[config.mk]
export PLATFORM = sky130hd
export DESIGN_NAME = uart_rx_oversampled
export DESIGN_NICKNAME = d
export VERILOG_FILES = /design/src/rtl/uart_pkg.sv /design/src/rtl/sync_2ff.sv /design/src/rtl/uart_rx_oversampled.sv
export SDC_FILE = /design/constraint.sdc
export NUM_CORES = 1
export LEC_CHECK = 0
export CAP_MARGIN = 20
export CORE_MARGIN = 10
export CORE_UTILIZATION = 35
export DETAILED_ROUTE_END_ITERATION = 8
export GPL_ROUTABILITY_DRIVEN = 0
export SLEW_MARGIN = 10
export SYNTH_ARGS = -nofsm -noshare
export SYNTH_HDL_FRONTEND = slang
export SYNTH_SLANG_ARGS = --single-unit
[constraint.sdc]
create_clock -name i_Clock -period 3.5 [get_ports i_Clock]
set_input_delay 0.35 -clock i_Clock [delete_from_list [all_inputs] [get_ports i_Clock]]
set_output_delay 0.35 -clock i_Clock [all_outputs]
set_load 0.02 [all_outputs]
[src/rtl/uart_pkg.sv]
// Shared UART definitions: receiver/transmitter state set, bit-timing
// derivation and protocol byte constants used by the command path.
package uart_pkg;

   typedef enum logic [2:0] {
      ST_IDLE  = 3'd0,
      ST_START = 3'd1,
      ST_DATA  = 3'd2,
      ST_STOP  = 3'd3,
      ST_BREAK = 3'd4
   } uart_state_t;

   localparam logic [7:0] LINE_TERM  = 8'h0A;
   localparam logic [7:0] RESP_START = 8'h3E;

   // Clocks per serial bit, truncated.
   function automatic int unsigned calc_clks_per_bit(input int unsigned clock_rate,
                                                     input int unsigned baud_rate);
      return clock_rate / baud_rate;
   endfunction

endpackage

[src/rtl/sync_2ff.sv]
// Two-flop synchroniser for an asynchronous single-bit input.
// Reset value is a parameter so idle-high lines come out of reset inactive.
module sync_2ff #(
   parameter logic RESET_VAL = 1'b1
) (
   input  logic i_Clock,
   input  logic i_Rst_n,
   input  logic i_D,
   output logic o_Q
);

   logic meta;

   // Double-register the input; both stages preset to RESET_VAL.
   always_ff @(posedge i_Clock or negedge i_Rst_n) begin
      if (!i_Rst_n) begin
         meta <= RESET_VAL;
         o_Q  <= RESET_VAL;
      end else begin
         meta <= i_D;
         o_Q  <= meta;
      end
   end

endmodule

[src/rtl/uart_rx_oversampled.sv]
// 8N1 UART receiver with input synchroniser, mid-bit sampling, start-bit
// glitch rejection, framing-error strobe and break (held-low) recovery.
module uart_rx_oversampled
   import uart_pkg::*;
#(
   parameter int unsigned CLOCK_RATE = 50000000,
   parameter int unsigned BAUD_RATE  = 115200
) (
   input  logic       i_Clock,
   input  logic       i_Rst_n,
   input  logic       i_RX_Serial,
   output logic       o_RX_DV,
   output logic [7:0] o_RX_Byte,
   output logic       o_Framing_Err,
   output logic       o_Busy
);

   localparam int unsigned CLKS_PER_BIT = calc_clks_per_bit(CLOCK_RATE, BAUD_RATE);
   localparam int unsigned HALF_BIT     = CLKS_PER_BIT / 2;
   localparam int unsigned CNT_W        = $clog2(CLKS_PER_BIT);

   localparam logic [CNT_W-1:0] BIT_LAST  = CNT_W'(CLKS_PER_BIT - 1);
   localparam logic [CNT_W-1:0] HALF_LAST = CNT_W'(HALF_BIT - 1);

   generate
      if (CLKS_PER_BIT < 4) begin : g_cpb_check
         $error("uart_rx_oversampled: CLKS_PER_BIT must be at least 4");
      end
   endgenerate

   uart_state_t      state;
   logic [CNT_W-1:0] clk_cnt;
   logic [2:0]       bit_idx;
   logic [7:0]       shift_reg;
   logic             rx_s;

   sync_2ff #(
      .RESET_VAL(1'b1)
   ) u_sync_rx (
      .i_Clock (i_Clock),
      .i_Rst_n (i_Rst_n),
      .i_D     (i_RX_Serial),
      .o_Q     (rx_s)
   );

   assign o_Busy = (state != ST_IDLE);

   // Receive FSM: start qualification, data shift-in, stop check, break wait.
   always_ff @(posedge i_Clock or negedge i_Rst_n) begin
      if (!i_Rst_n) begin
         state         <= ST_IDLE;
         clk_cnt       <= '0;
         bit_idx       <= '0;
         shift_reg     <= '0;
         o_RX_DV       <= 1'b0;
         o_RX_Byte     <= '0;
         o_Framing_Err <= 1'b0;
      end else begin
         o_RX_DV       <= 1'b0;
         o_Framing_Err <= 1'b0;
         case (state)
            ST_IDLE: begin
               clk_cnt <= '0;
               bit_idx <= '0;
               if (!rx_s) begin
                  state <= ST_START;
               end
            end

            ST_START: begin
               if (clk_cnt == HALF_LAST) begin
                  clk_cnt <= '0;
                  bit_idx <= '0;
                  state   <= rx_s ? ST_IDLE : ST_DATA;
               end else begin
                  clk_cnt <= clk_cnt + 1'b1;
               end
            end

            ST_DATA: begin
               if (clk_cnt == BIT_LAST) begin
                  clk_cnt            <= '0;
                  shift_reg[bit_idx] <= rx_s;
                  if (bit_idx == 3'd7) begin
                     state <= ST_STOP;
                  end else begin
                     bit_idx <= bit_idx + 1'b1;
                  end
               end else begin
                  clk_cnt <= clk_cnt + 1'b1;
               end
            end

            ST_STOP: begin
               if (clk_cnt == BIT_LAST) begin
                  clk_cnt <= '0;
                  if (rx_s) begin
                     o_RX_Byte <= shift_reg;
                     o_RX_DV   <= 1'b1;
                     state     <= ST_IDLE;
                  end else begin
                     o_Framing_Err <= 1'b1;
                     state         <= ST_BREAK;
                  end
               end else begin
                  clk_cnt <= clk_cnt + 1'b1;
               end
            end

            ST_BREAK: begin
               clk_cnt <= '0;
               if (rx_s) begin
                  state <= ST_IDLE;
               end
            end

            default: begin
               state   <= ST_IDLE;
               clk_cnt <= '0;
               bit_idx <= '0;
            end
         endcase
      end
   end

endmodule

==> flow_summary_export.csv, run 1 <==
group,metric,value,unit
status,status,"complete, no violations",
clocking,cts-htree-levels,2,
timing,finalHoldViolations,0,
die,die_w,87.4,µm
yosys,synth_area,1590,µm²
worst_setup_path,path_cells,"inv_1 -> ha_1 -> nand4bb_1 -> or2_1 -> nor3_4 -> mux2_2",
die,design.portCount,14,
yosys,netlist-cell-type-count,32,
grt,grt_use_total,0.0795,
yosys,post-synth-top-count-cell,"sky130_fd_sc_hd__dfrtp_1",
grt,global_route_wire_length_before_repair,4890,µm
worst_setup_path,reg2reg_from,"clk_cnt[1]",
routing,wire_per_inst,14.2,µm
power,p_int,589,µW
timing,grt_setup_unrepaired,"no",
clocking,tritoncts,"built",
placement,portBuffers,13,
routing,post_drt_via_cell_ratio,5.19,
worst_setup_path,critical_path_arrival,2.29,ns
worst_setup_path,critical-path-top-delay-family,"simple AND/OR/NAND/NOR gates",
grt,grt_overflow_total,0,
yosys,synthesis.area_per_instance,12.1,µm²
yosys,ys_top_cells_by_count,"sky130_fd_sc_hd__dfrtp_1 (33), sky130_fd_sc_hd__mux2_2 (17), sky130_fd_sc_hd__nor2_1 (16)",
power,peakVddDrop,176,µV
timing,max-slew-margin-rel,0.575,
routing,postRouteAntennaNets,0,
timing,fmax,471,MHz
yosys,syn_inst,131,
cells_and_area,largest_register_ff_count,9,
die,fp.dieArea,7640,µm²
timing,slew_violations,0,
yosys,dominantRegCellSynth,"sky130_fd_sc_hd__dfrtp_1",
grt,maximum_number_of_pins_on_one_net_before_global_route_repair,36,
yosys,ys.warnings.count,0,
clocking,cts_inserted_buffers,5,
clocking,clk_path_buf_depth,2,
worst_setup_path,criticalPathCategory,"reg -> reg",
yosys,postSynthNetCount,139,
worst_setup_path,cpPeakStageDelay,0.46,ns
placement,detailed_place_hpwl,1990,µm
job,maxcap_viol_count,0,
yosys,ys_seq_elements,35,
yosys,synth.largest_area_cell,"sky130_fd_sc_hd__dfrtp_1",
power,power_switching_share,0.202,
hold_path,hold_class,"reg -> reg",
power,power_density,394,nW/µm²
die,initial_utilization,0.362,
worst_setup_path,critPathLaunchType,"flop",
routing,drt_wl_total,2860,µm
yosys,synth_largest_type_area_fraction,0.520,
routing,drcViolationCount,0,
cells_and_area,insertedDiodeCount,0,
cells_and_area,layout_overhead_on_the_synthesized_area,18.0,%
timing,finalClockSkew,0.0118,ns
clocking,post-cts-setup-buffer-count,0,
cells_and_area,final_util,0.428,
cells_and_area,drive_above_1_share,0.195,
yosys,synth_top_cells_by_area,"sky130_fd_sc_hd__dfrtp_1 (52%), sky130_fd_sc_hd__mux2_2 (12%), sky130_fd_sc_hd__ha_1 (3.9%)",
timing,worst_pin_slew,0.635,ns
yosys,synth-seq-area-share,0.553,
timing,post-route-period-util,0.606,
die,coreArea,4380,µm²
timing,fin_crit,2.12,ns
die,floorplan.die.height,87.4,µm
power,power.share.sequential,0.554,
clocking,post_cts_resized,0,
clocking,hold_fix_buffers_at_cts,0,
power,total_net_switching_power,149,µW
clocking,clock_insertion_delay_worst_skew,0.29,ns
timing,fin_tns_setup,0,ns
hold_path,hold_start,"u_sync_rx.meta",
clocking,clock_tree_root_driver_cell,"sky130_fd_sc_hd__clkbuf_8",
placement,place_inst,193,
worst_setup_path,cp_max_fo,9,
worst_setup_path,critical_path.endpoint_type,"flop",
yosys,synth_async_sr_flop_share,1.00,
cells_and_area,filler_cell_count,410,
grt,antenna_found_initial,0,
cells_and_area,num-nets-final,156,
timing,timing.final.setup_violations,0,
routing,drt_pass1_iterations,4,
grt,grt_pass1_vias,1059,
worst_setup_path,worstSetupStartpoint,"clk_cnt[1]",
cells_and_area,post_layout_nonfiller_instances,201,
clocking,clkSlewWorstSetupHoldPaths,0.08,ns
worst_setup_path,crit_buf_inv,1,
yosys,synth-edff-count,0,
power,static_leakage,0.809,nW
routing,first_iter_violations,70,
clocking,number_of_sinks_handled_by_clock_tree_synthesis,35,
routing,num_vias,1044,
power,clock_power_share,0.430,
worst_setup_path,critical-path-slowest-cell,"sky130_fd_sc_hd__nor3_4",
die,fp-row-count,24,
worst_setup_path,crit_required,3.67,ns
power,power_frac_comb,0.016,
[cell usage in the layout (no fill, tap or decap), drive strengths merged, types with 3 or more instances in the layout]
cell type / n
ha: 5
mux2: 17
nand2: 4
dfrtp: 33
clkdlybuf4s50: 13
xnor2: 5
nand4b: 6
inv: 3
nor3: 4
clkbuf: 8
nand4: 4
nor2: 16
nand3: 6
[power groups by stage]
stage	clock network, mW	registers [mW]	logic [mW]
floorplan	0	0.415	0.00240
global placement	0	0.416	0.0122
detailed placement	0	0.416	0.0127
CTS	0.328	0.409	0.0127
global route	0.347	0.409	0.0140
finish	0.317	0.409	0.0119
[per-layer routing]
| metal | up-vias | track usage | share of wire |
|---|---|---|---|
| met1 | 514 | 0.0902 | 0.45 |
| li1 | 502 | - | - |
| met3 | 6 | 0.0318 | 0.055 |
| met5 | - | 0 | 0 |
| met4 | 0 | 0.0362 | 0.017 |
| met2 | 22 | 0.128 | 0.48 |
[area by class of cell]
class	count	area, µm²	area share
well taps	52	65.1	0.0347
inverters	3	11.3	0.00601
flip-flops and latches	35	878	0.469
multi-input cells	89	682	0.364
repair buffers	14	138	0.0734
clock buffers	8	100	0.0534
[cells by family after synthesis]
kind of cell,after synthesis,synth area share
flops,35,0.553
xor+xnor,7,0.0386
mux,17,0.120
simple gates,50,0.180
fa+ha+maj,5,0.0394
buf+inv,7,0.0181
compound gates,10,0.0504
[worst reg2reg max path, stage by stage, from the launching register on]
cell and delay [ns]:
sky130_fd_sc_hd__dfrtp_1 0.40, sky130_fd_sc_hd__inv_1 0.09, sky130_fd_sc_hd__ha_1 0.15, sky130_fd_sc_hd__nand4bb_1 0.15, sky130_fd_sc_hd__or2_1 0.36, sky130_fd_sc_hd__nor3_4 0.47
sky130_fd_sc_hd__mux2_2 0.39
[per-stage QoR]
step | power, mW | hold slack (ns) | setup slack, ns | area, µm²
finish | 0.738 | 0.358 | 1.38 | 1870
global route | 0.770 | 0.368 | 1.25 | 1870
CTS | 0.750 | 0.359 | 1.34 | 1870
detailed placement | 0.429 | 0.349 | 1.36 | 1770
global placement | 0.429 | 0.347 | 1.41 | 1770
floorplan | 0.417 | 0.0544 | 1.61 | 1590
[final timing paths]
check                           endpoint  slack, ns  cells after the start
max                         o_RX_Byte[7]       1.38                      6
min                        u_sync_rx.o_Q       0.36                      0
max reg2reg                 o_RX_Byte[7]       1.38                      6
min reg2reg                u_sync_rx.o_Q       0.36                      0
max in group asynchronous  u_sync_rx.o_Q       2.68                      2
min in group asynchronous       state[1]       0.47                      2
(Power assumes the default switching activity.)
==> run 2: changes to the inputs <==
Clock period 3.5 ns to 1.9 ns, I/O delays scaled along.
==> run 2 against run 1 <==
Against the previous run:
- clock skew shrank 0.0059 ns
- combinational power up 120%
- die area unchanged
- cell area increased by 10%
- cell count increased by 11%
- sequential power grew 83%
- clock-buffer cell count fell by 2
- critical path depth up 1
- hold slack got worse by 0.058 ns
- sequential share of layout area fell by 4.4 points
- register-to-register slack lost 1.4 ns
- via count grew 7.8%
- critical path type unchanged
- critical endpoint is now state[1]
==> flow_summary_export.csv, run 2 (same netlist as run 1, synthesis figures left out) <==
group,metric,value,unit
power,power_density,626,nW/µm²
cells_and_area,num-nets-final,178,
routing,post_drt_via_cell_ratio,5.04,
timing,finalHoldViolations,0,
routing,drt_wl_total,3080,µm
routing,drt_pass1_iterations,4,
cells_and_area,final_common_cell,"sky130_fd_sc_hd__dfrtp_1",
die,die_w,87.4,µm
routing,wire_per_inst,13.8,µm
timing,grt_setup_unrepaired,"yes",
timing,fin_tns_setup,0,ns
power,power_frac_comb,0.021,
worst_setup_path,criticalPathCategory,"reg -> reg",
worst_setup_path,cp_max_fo,3,
die,coreArea,4380,µm²
worst_setup_path,critical_path.endpoint_type,"flop",
worst_setup_path,critical-path-slowest-cell,"sky130_fd_sc_hd__or4b_1",
placement,place_inst,209,
power,static_leakage,0.923,nW
power,p_int,1.01,mW
hold_path,hold_class,"in -> reg",
power,clock_power_share,0.401,
worst_setup_path,critical-path-top-delay-family,"compound AO/OA/AOI/OAI gates",
worst_setup_path,cpPeakStageDelay,0.42,ns
placement,detailed_place_hpwl,2180,µm
worst_setup_path,crit_buf_inv,2,
power,peakVddDrop,351,µV
clocking,tritoncts,"built",
cells_and_area,largest_register_ff_count,9,
worst_setup_path,worst_r2r_path_depth,7,
worst_setup_path,critPathLaunchType,"flop",
timing,post-route-period-util,0.988,
grt,antenna_found_initial,0,
routing,postRouteAntennaNets,0,
timing,fin_crit,1.88,ns
worst_setup_path,worst-r2r-setup-slack,0.02,ns
clocking,number_of_sinks_handled_by_clock_tree_synthesis,35,
clocking,clock_insertion_delay_worst_skew,0.29,ns
worst_setup_path,crit_required,2.09,ns
grt,global_route_wire_length_before_repair,5260,µm
die,fp-row-count,24,
routing,num_vias,1125,
timing,finalClockSkew,0.00592,ns
clocking,cts-htree-levels,2,
grt,grt_overflow_total,0,
die,design.portCount,14,
grt,maximum_number_of_pins_on_one_net_before_global_route_repair,36,
worst_setup_path,path_cells,"inv_2 -> ha_4 -> or4b_1 -> o211ai_1 -> buf_4 -> a31oi_1 -> a311oi_1",
power,power.share.sequential,0.578,
die,floorplan.die.height,87.4,µm
timing,worst_pin_slew,0.436,ns
status,status,"complete, no violations",
timing,fmax,532,MHz
timing,slew_violations,0,
timing,timing.final.setup_violations,0,
power,total_net_switching_power,285,µW
cells_and_area,post_layout_nonfiller_instances,223,
hold_path,timing.hold.worst_path_depth,1,
die,initial_utilization,0.362,
routing,first_iter_violations,31,
worst_setup_path,critical_path_arrival,2.06,ns
die,fp.dieArea,7640,µm²
timing,hold-worst-slack,0.300,ns
power,power_switching_share,0.220,
job,maxcap_viol_count,0,
timing,max-slew-margin-rel,0.710,
routing,drcViolationCount,0,
worst_setup_path,worst-path-stages,7,
cells_and_area,drive_above_1_share,0.339,
placement,portBuffers,13,
cells_and_area,insertedDiodeCount,0,
clocking,clkSlewWorstSetupHoldPaths,0.07,ns
clocking,clk_path_buf_depth,2,
cells_and_area,layout_overhead_on_the_synthesized_area,30.2,%
grt,grt_use_total,0.0859,
clocking,cts_inserted_buffers,5,
cells_and_area,most_used_cells_in_the_layout_excluding_fill_and_tap_cells,"sky130_fd_sc_hd__dfrtp_1 (32), sky130_fd_sc_hd__buf_4 (21), sky130_fd_sc_hd__nor2_1 (16), sky130_fd_sc_hd__mux2_2 (16), sky130_fd_sc_hd__clkdlybuf4s50_1 (13)",
grt,grt_pass1_vias,1193,
clocking,clock_tree_root_driver_cell,"sky130_fd_sc_hd__clkbuf_8",
==> run 2: per-layer routing <==
metal	up-vias	wire, µm	GRT usage	share of wire
met5	-	0	0	0
met4	0	52	0.0290	0.017
met3	6	164	0.0346	0.053
met2	21	1570	0.153	0.51
met1	550	1290	0.0882	0.42
li1	548	-	-	-
==> run 2: power by group through the flow <==
stage	logic, mW	registers (mW)	clock network, mW
2_1_floorplan	0.00442	0.764	0
3_3_place_gp	0.0276	0.764	0
3_5_place_dp	0.0283	0.764	0
4_1_cts	0.0282	0.749	0.543
5_1_grt	0.0314	0.749	0.577
6_report	0.0266	0.750	0.520
==> run 2: metrics by stage <==
stage / worst slack (ns) / power (mW) / utilization / cell area [µm²]
2_1_floorplan: 0.0135 / 0.768 / - / 1590
3_3_place_gp: 0.0527 / 0.791 / 0.435 / 1910
3_5_place_dp: -0.0564 / 0.792 / 0.435 / 1910
4_1_cts: -0.0222 / 1.32 / 0.464 / 2030
5_1_grt: -0.123 / 1.36 / 0.472 / 2070
6_report: 0.0221 / 1.30 / 0.472 / 2070
==> run 2: path summary, 6_finish.rpt <==
kind,start,endpoint
min reg2reg,u_sync_rx.meta,u_sync_rx.o_Q
max,clk_cnt[0],state[1]
max in group asynchronous,i_Rst_n,u_sync_rx.meta
min,i_RX_Serial,u_sync_rx.meta
min in group asynchronous,i_Rst_n,clk_cnt[3]
max reg2reg,clk_cnt[0],state[1]
==> run 2: worst reg2reg max path: stages (launching register included) <==
cell	delay, ns
sky130_fd_sc_hd__dfrtp_1	0.39
sky130_fd_sc_hd__inv_2	0.07
sky130_fd_sc_hd__ha_4	0.12
sky130_fd_sc_hd__or4b_1	0.42
sky130_fd_sc_hd__o211ai_1	0.28
sky130_fd_sc_hd__buf_4	0.18
sky130_fd_sc_hd__a31oi_1	0.09
sky130_fd_sc_hd__a311oi_1	0.22
==> run 2: final cells by class <==
type                            instances  area (µm²)
Clock buffer                            6        72.6
Clock inverter                          2        12.5
Fill cell                             399        2310
Inverter                                3        11.3
Multi-Input combinational cell         89         709
Sequential cell                        35         880
Tap cell                               52        65.1
Timing Repair Buffer                   36         319
==> run 2: timing repair <==
action | in CTS | in global routing
hold buffers | 0 | 0
pin swaps | 3 | 5
buffers inserted | 3 | 3
resized for setup | 6 | 4
setup endpoints to repair | 12 | 30
gates cloned | 0 | 0
